`src/rtl/mcif_arb_cfg_regfile.sv`:
```
// CSB register file for the MCIF read/write arbiters.
// Weights and outstanding limits are double-buffered behind an idle-gated commit.
module mcif_arb_cfg_regfile #(
    parameter int          NUM_RD_CLIENTS = 12,
    parameter int          NUM_WR_CLIENTS = 8,
    parameter logic [11:0] BASE           = 12'h000
) (
    input  logic                        nvdla_core_clk,
    input  logic                        nvdla_core_rstn,
    input  logic [11:0]                 reg_offset,
    input  logic                        reg_wr_en,
    input  logic [31:0]                 reg_wr_data,
    input  logic                        reg_rd_en,
    output logic [31:0]                 reg_rd_data,
    input  logic                        idle,
    output logic [8*NUM_RD_CLIENTS-1:0] rd_weight,
    output logic [8*NUM_WR_CLIENTS-1:0] wr_weight,
    output logic [7:0]                  rd_os_cnt,
    output logic [7:0]                  wr_os_cnt,
    output logic                        cfg_pending,
    output logic                        cfg_commit_done
);
    localparam int RD_WORDS = (NUM_RD_CLIENTS + 3) / 4;
    localparam int WR_WORDS = (NUM_WR_CLIENTS + 3) / 4;

    typedef enum logic {IDLE_CFG, PENDING} state_t;

    state_t                      state;
    logic [11:0]                 off;
    logic [3:0]                  widx;
    logic                        rd_hit, wr_hit, os_hit, st_hit, ctl_hit, err_hit;
    logic                        mapped, commit_req, abort_req, inv_wr, ro_wr;
    logic [8*NUM_RD_CLIENTS-1:0] rd_wt_sh;
    logic [8*NUM_WR_CLIENTS-1:0] wr_wt_sh;
    logic [7:0]                  rd_os_sh, wr_os_sh;
    logic [7:0]                  err_inv, err_ro;
    logic [31:0]                 rd_val;

    assign off     = reg_offset - BASE;
    assign widx    = off[5:2];
    assign rd_hit  = (off[11:6] == 6'd0) && (off[1:0] == 2'd0)
                     && (int'(widx) < RD_WORDS);
    assign wr_hit  = (off[11:6] == 6'd1) && (off[1:0] == 2'd0)
                     && (int'(widx) < WR_WORDS);
    assign os_hit  = (off == 12'h080);
    assign st_hit  = (off == 12'h084);
    assign ctl_hit = (off == 12'h088);
    assign err_hit = (off == 12'h08C);
    assign mapped  = rd_hit | wr_hit | os_hit | st_hit | ctl_hit | err_hit;

    assign commit_req = reg_wr_en && ctl_hit && reg_wr_data[0] && !reg_wr_data[1];
    assign abort_req  = reg_wr_en && ctl_hit && reg_wr_data[1];
    assign inv_wr     = reg_wr_en && !mapped;
    assign ro_wr      = reg_wr_en && st_hit;

    // Shadow copies: lanes past the client count are never stored.
    always_ff @(posedge nvdla_core_clk or negedge nvdla_core_rstn) begin
        if (!nvdla_core_rstn) begin
            rd_wt_sh <= {NUM_RD_CLIENTS{8'h01}};
            wr_wt_sh <= {NUM_WR_CLIENTS{8'h01}};
            rd_os_sh <= 8'hFF;
            wr_os_sh <= 8'hFF;
        end else if (reg_wr_en) begin
            for (int c = 0; c < NUM_RD_CLIENTS; c++)
                if (rd_hit && int'(widx) == c / 4)
                    rd_wt_sh[8*c +: 8] <= reg_wr_data[8*(c%4) +: 8];
            for (int c = 0; c < NUM_WR_CLIENTS; c++)
                if (wr_hit && int'(widx) == c / 4)
                    wr_wt_sh[8*c +: 8] <= reg_wr_data[8*(c%4) +: 8];
            if (os_hit) begin
                rd_os_sh <= reg_wr_data[7:0];
                wr_os_sh <= reg_wr_data[15:8];
            end
        end
    end

    // Abort takes priority over an apply in the same cycle.
    always_ff @(posedge nvdla_core_clk or negedge nvdla_core_rstn) begin
        if (!nvdla_core_rstn) begin
            state           <= IDLE_CFG;
            cfg_pending     <= 1'b0;
            cfg_commit_done <= 1'b0;
            rd_weight       <= {NUM_RD_CLIENTS{8'h01}};
            wr_weight       <= {NUM_WR_CLIENTS{8'h01}};
            rd_os_cnt       <= 8'hFF;
            wr_os_cnt       <= 8'hFF;
        end else begin
            cfg_commit_done <= 1'b0;
            unique case (state)
                IDLE_CFG: begin
                    if (commit_req) begin
                        state       <= PENDING;
                        cfg_pending <= 1'b1;
                    end
                end
                PENDING: begin
                    if (abort_req) begin
                        state       <= IDLE_CFG;
                        cfg_pending <= 1'b0;
                    end else if (idle) begin
                        state           <= IDLE_CFG;
                        cfg_pending     <= 1'b0;
                        cfg_commit_done <= 1'b1;
                        rd_weight       <= rd_wt_sh;
                        wr_weight       <= wr_wt_sh;
                        rd_os_cnt       <= rd_os_sh;
                        wr_os_cnt       <= wr_os_sh;
                    end
                end
                default: state <= IDLE_CFG;
            endcase
        end
    end

    always_ff @(posedge nvdla_core_clk or negedge nvdla_core_rstn) begin
        if (!nvdla_core_rstn) begin
            err_inv <= 8'h00;
            err_ro  <= 8'h00;
        end else if (reg_wr_en && err_hit) begin
            err_inv <= 8'h00;
            err_ro  <= 8'h00;
        end else begin
            if (inv_wr && err_inv != 8'hFF) err_inv <= err_inv + 8'd1;
            if (ro_wr && err_ro != 8'hFF)   err_ro  <= err_ro + 8'd1;
        end
    end

    always_comb begin
        rd_val = 32'h0;
        unique case (1'b1)
            rd_hit: begin
                for (int c = 0; c < NUM_RD_CLIENTS; c++)
                    if (int'(widx) == c / 4)
                        rd_val[8*(c%4) +: 8] = rd_wt_sh[8*c +: 8];
            end
            wr_hit: begin
                for (int c = 0; c < NUM_WR_CLIENTS; c++)
                    if (int'(widx) == c / 4)
                        rd_val[8*(c%4) +: 8] = wr_wt_sh[8*c +: 8];
            end
            os_hit:  rd_val = {16'h0, wr_os_sh, rd_os_sh};
            st_hit:  rd_val = {23'h0, idle, 7'h0, cfg_pending};
            err_hit: rd_val = {16'h0, err_ro, err_inv};
            default: rd_val = 32'h0;
        endcase
    end

    always_ff @(posedge nvdla_core_clk or negedge nvdla_core_rstn) begin
        if (!nvdla_core_rstn) reg_rd_data <= 32'h0;
        else if (reg_rd_en)   reg_rd_data <= rd_val;
    end
endmodule

```
`config.mk`:
```
export PLATFORM = sky130hd
export DESIGN_NAME = mcif_arb_cfg_regfile
export DESIGN_NICKNAME = d
export VERILOG_FILES = /design/src/rtl/mcif_arb_cfg_regfile.sv
export SDC_FILE = /design/constraint.sdc
export NUM_CORES = 1
export LEC_CHECK = 0
export ABC_AREA = 1
export CELL_PAD_IN_SITES_DETAIL_PLACEMENT = 0
export CELL_PAD_IN_SITES_GLOBAL_PLACEMENT = 1
export CORE_MARGIN = 2
export CORE_UTILIZATION = 38
export CTS_BUF_LIST = sky130_fd_sc_hd__clkbuf_4 sky130_fd_sc_hd__clkbuf_8
export CTS_CLUSTER_DIAMETER = 40
export DETAILED_ROUTE_END_ITERATION = 16
export PLACE_DENSITY_LB_ADDON = 0.1
export SYNTH_ARGS = -nofsm -noshare
export SYNTH_HDL_FRONTEND = slang
export SYNTH_SLANG_ARGS = --single-unit
export TNS_END_PERCENT = 30
```
`constraint.sdc`:
```
create_clock -name nvdla_core_clk -period 1.3 [get_ports nvdla_core_clk]
set_input_delay 0.195 -clock nvdla_core_clk [delete_from_list [all_inputs] [get_ports nvdla_core_clk]]
set_output_delay 0.195 -clock nvdla_core_clk [all_outputs]
set_load 0.005 [all_outputs]
```
==> impl_metrics.ini <==
[outcome]
outcome = complete, but fails checks
violations = negative setup slack

[routing]
drt-initial-drc-count = 1102
vias_per_cell = 4.81
wl_um = 56800
drtAntennaViolNets = 0
wl_per_cell_um = 17.6
num_vias = 15500
route.detailed.drc = 0
firstDrtPassIters = 5

[clock_network]
cts_tree = done
clock_latency_ps = 640
cts_sinks = 403
cts_buffers = 77
clock_path_buffers = 3
clk_pin_slew_ps = 60
root_buffer = clkbuf_8
ctsHtreeMaxLevel = 3

[yosys]
avgSynthCellArea_um2 = 8.44
synth.ff_latch_count = 403
synth-seq-area-share_pct = 58.6
ys_types = 31
synth_cells = 2057
yosysWarnings = 0
syn-cell-area_um2 = 17400
synthesis.nets = 2108

[critical_path]
cp_slowest_cell = dfstp_2
crit_buf_inv = 1
cp_cell_sequence = buf_6
end_kind = primary output
start_kind = flop
required_ps = 1110
critical_path.top_delay_family = flip-flops
worst_ep_arrival_time_ps = 1340
worstPathMaxFanout = 2
max_stage_delay_ps = 590
worstSetupPathType = reg -> out

[timing]
hold_viol = 0
period_needed_ps = 1540
rsz0062_at_grt = true
skew_ps = 33.5
fmax_mhz = 651
finalSetupViolCount = 211
final.setup.tns_ps = -13250
worst_slew_pin_slew_ps = 631
maxSlewHeadroom_pct = 57.9
fin_ws_ps = -237
hold_ws_ps = 183
period_share_pct = 118
slew_viol_final = 0

[pwr]
finalPower_mw = 28.1
irDropWorstVdd_v = 0.000565
p_leak_nw = 12.4
pwr_density_cell_nw_per_um2 = 1170

[global_routing]
grt_max_degree = 55
grt_pass1_wl_um = 88500
grt.overflow.total = 0
grtUsageTotal_pct = 24.1
antenna_found_initial = 2
grt_pass1_vias = 15900

[floorplanning]
coreArea_um2 = 45300
row_count = 78
initial_core_util_pct = 38.3
die_area_um2 = 47400
ioPinCount = 259
die_h_um = 218
die_x_um = 218

[hold_path]
hold_path_class = in -> async

[finish]
fillers = 4358
nNetsFinal = 2618
n_antenna_cell = 0
syn_to_final_growth_pct = 37.8
post-route-util_pct = 52.9
layout_common_cells = 891 x nand2_1, 327 x dfrtp_1, 213 x buf_4, 191 x o21ai_1, 118 x inv_1
final_common_cell = nand2_1
drive_gt1_share_pct = 29.3

[place]
dp_hpwl_um = 38900
io_buffers = 258
place.gp.congestion = 0.833
dpl_worst_slack_ps = -763

[run]
maxCapViolCount = 0
==> worst paths after layout <==
kind / cells past startpoint / slack, ps / start / endpoint
min in group nvdla_core_clk: 3 / 210 / reg_wr_data[31] / wr_wt_sh[31]$_DFFE_PN0P_
max in group asynchronous: 3 / 360 / nvdla_core_rstn / reg_rd_data[15]$_DFFE_PN0P_
worst min-delay path: 2 / 180 / nvdla_core_rstn / wr_os_sh[7]$_DFFE_PN1P_
worst min register to register: 2 / 470 / wr_os_sh[4]$_DFFE_PN1P_ / wr_os_cnt[4]$_DFFE_PN1P_
worst max-delay path: 1 / -240 / wr_os_cnt[5]$_DFFE_PN1P_ / wr_os_cnt[5]
worst max register to register: 8 / -140 / err_inv[1]$_DFFE_PN0P_ / err_inv[7]$_DFFE_PN0P_
==> cell families (layout without fill, tap and decap cells) <==
family                   after synthesis  count (layout)  synth area share (%)
AO/OA/AOI/OAI                        274             274                  7.91
XOR/XNOR                              11              11                 0.555
adder cells (fa/ha/maj)                2               2                 0.144
buffers and inverters                238             812                  6.67
flip-flops                           403             403                  58.6
AND/OR/NAND/NOR                     1129            1129                  26.1
==> layout make-up <==
class                           instances  area [um^2]  area share (%)
Inverter                              130          490            2.05
Clock buffer                          117         1470            6.13
Sequential cell                       403        10200            42.5
Tap cell                              600          751            3.14
Multi-Input combinational cell       1416         6170            25.8
Clock inverter                         26          246            1.03
Timing Repair Buffer                  539         4630            19.4
==> cell usage after synthesis, drive strengths merged <==
cell | count | share of area [%]
clkbuf | 20 | 0.47
xnor2 | 1 | 0.050
a22oi | 1 | 0.043
nand3 | 106 | 3.1
xor2 | 10 | 0.50
nor2 | 83 | 2.1
dfrtp | 331 | 48
nand4 | 16 | 0.61
o21ai | 269 | 7.8
inv | 130 | 2.8
a21oi | 4 | 0.12
nor3b | 1 | 0.043
nand2 | 915 | 20
and3 | 1 | 0.036
dfstp | 72 | 11
ha | 2 | 0.14
buf | 88 | 3.4
nor3 | 7 | 0.23
==> report_power, final <==
group / switching, mW / internal [mW]
combinational: 0.947 / 0.704
clock: 5.74 / 7.91
sequential: 0.0874 / 12.7
==> routing by layer <==
layer	track usage [%]	part of all wire (%)	vias to the layer above
met5	0	0.028	-
met4	6.58	1.8	2
met3	5.36	5.8	76
met2	38.6	46	438
met1	33.0	46	7491
li1	-	-	7528
==> per-stage QoR <==
step	instances	instance area [um^2]
finish	3231	23900
global route	3231	23900
CTS	3174	23600
detailed placement	2967	21900
global placement	2967	21900
floorplan	2057	17400
==> flip-flops by register name, indices dropped and copies added, names as in the netlist, 32 cells and up <==
| register | cells |
|---|---|
| rd_weight | 96 |
| wr_wt_sh | 64 |
| reg_rd_data | 32 |
| rd_wt_sh | 96 |
| wr_weight | 64 |
==> what timing repair did <==
item	CTS	global route
hold buffers	3	0
setup buffers	61	51
endpoints found under the hold margin	386	0
cloned	0	6
pin swaps	3	16
resized for setup	703	152
setup endpoints to repair	365	589
No activity file was read; power rests on OpenSTA's default activity.
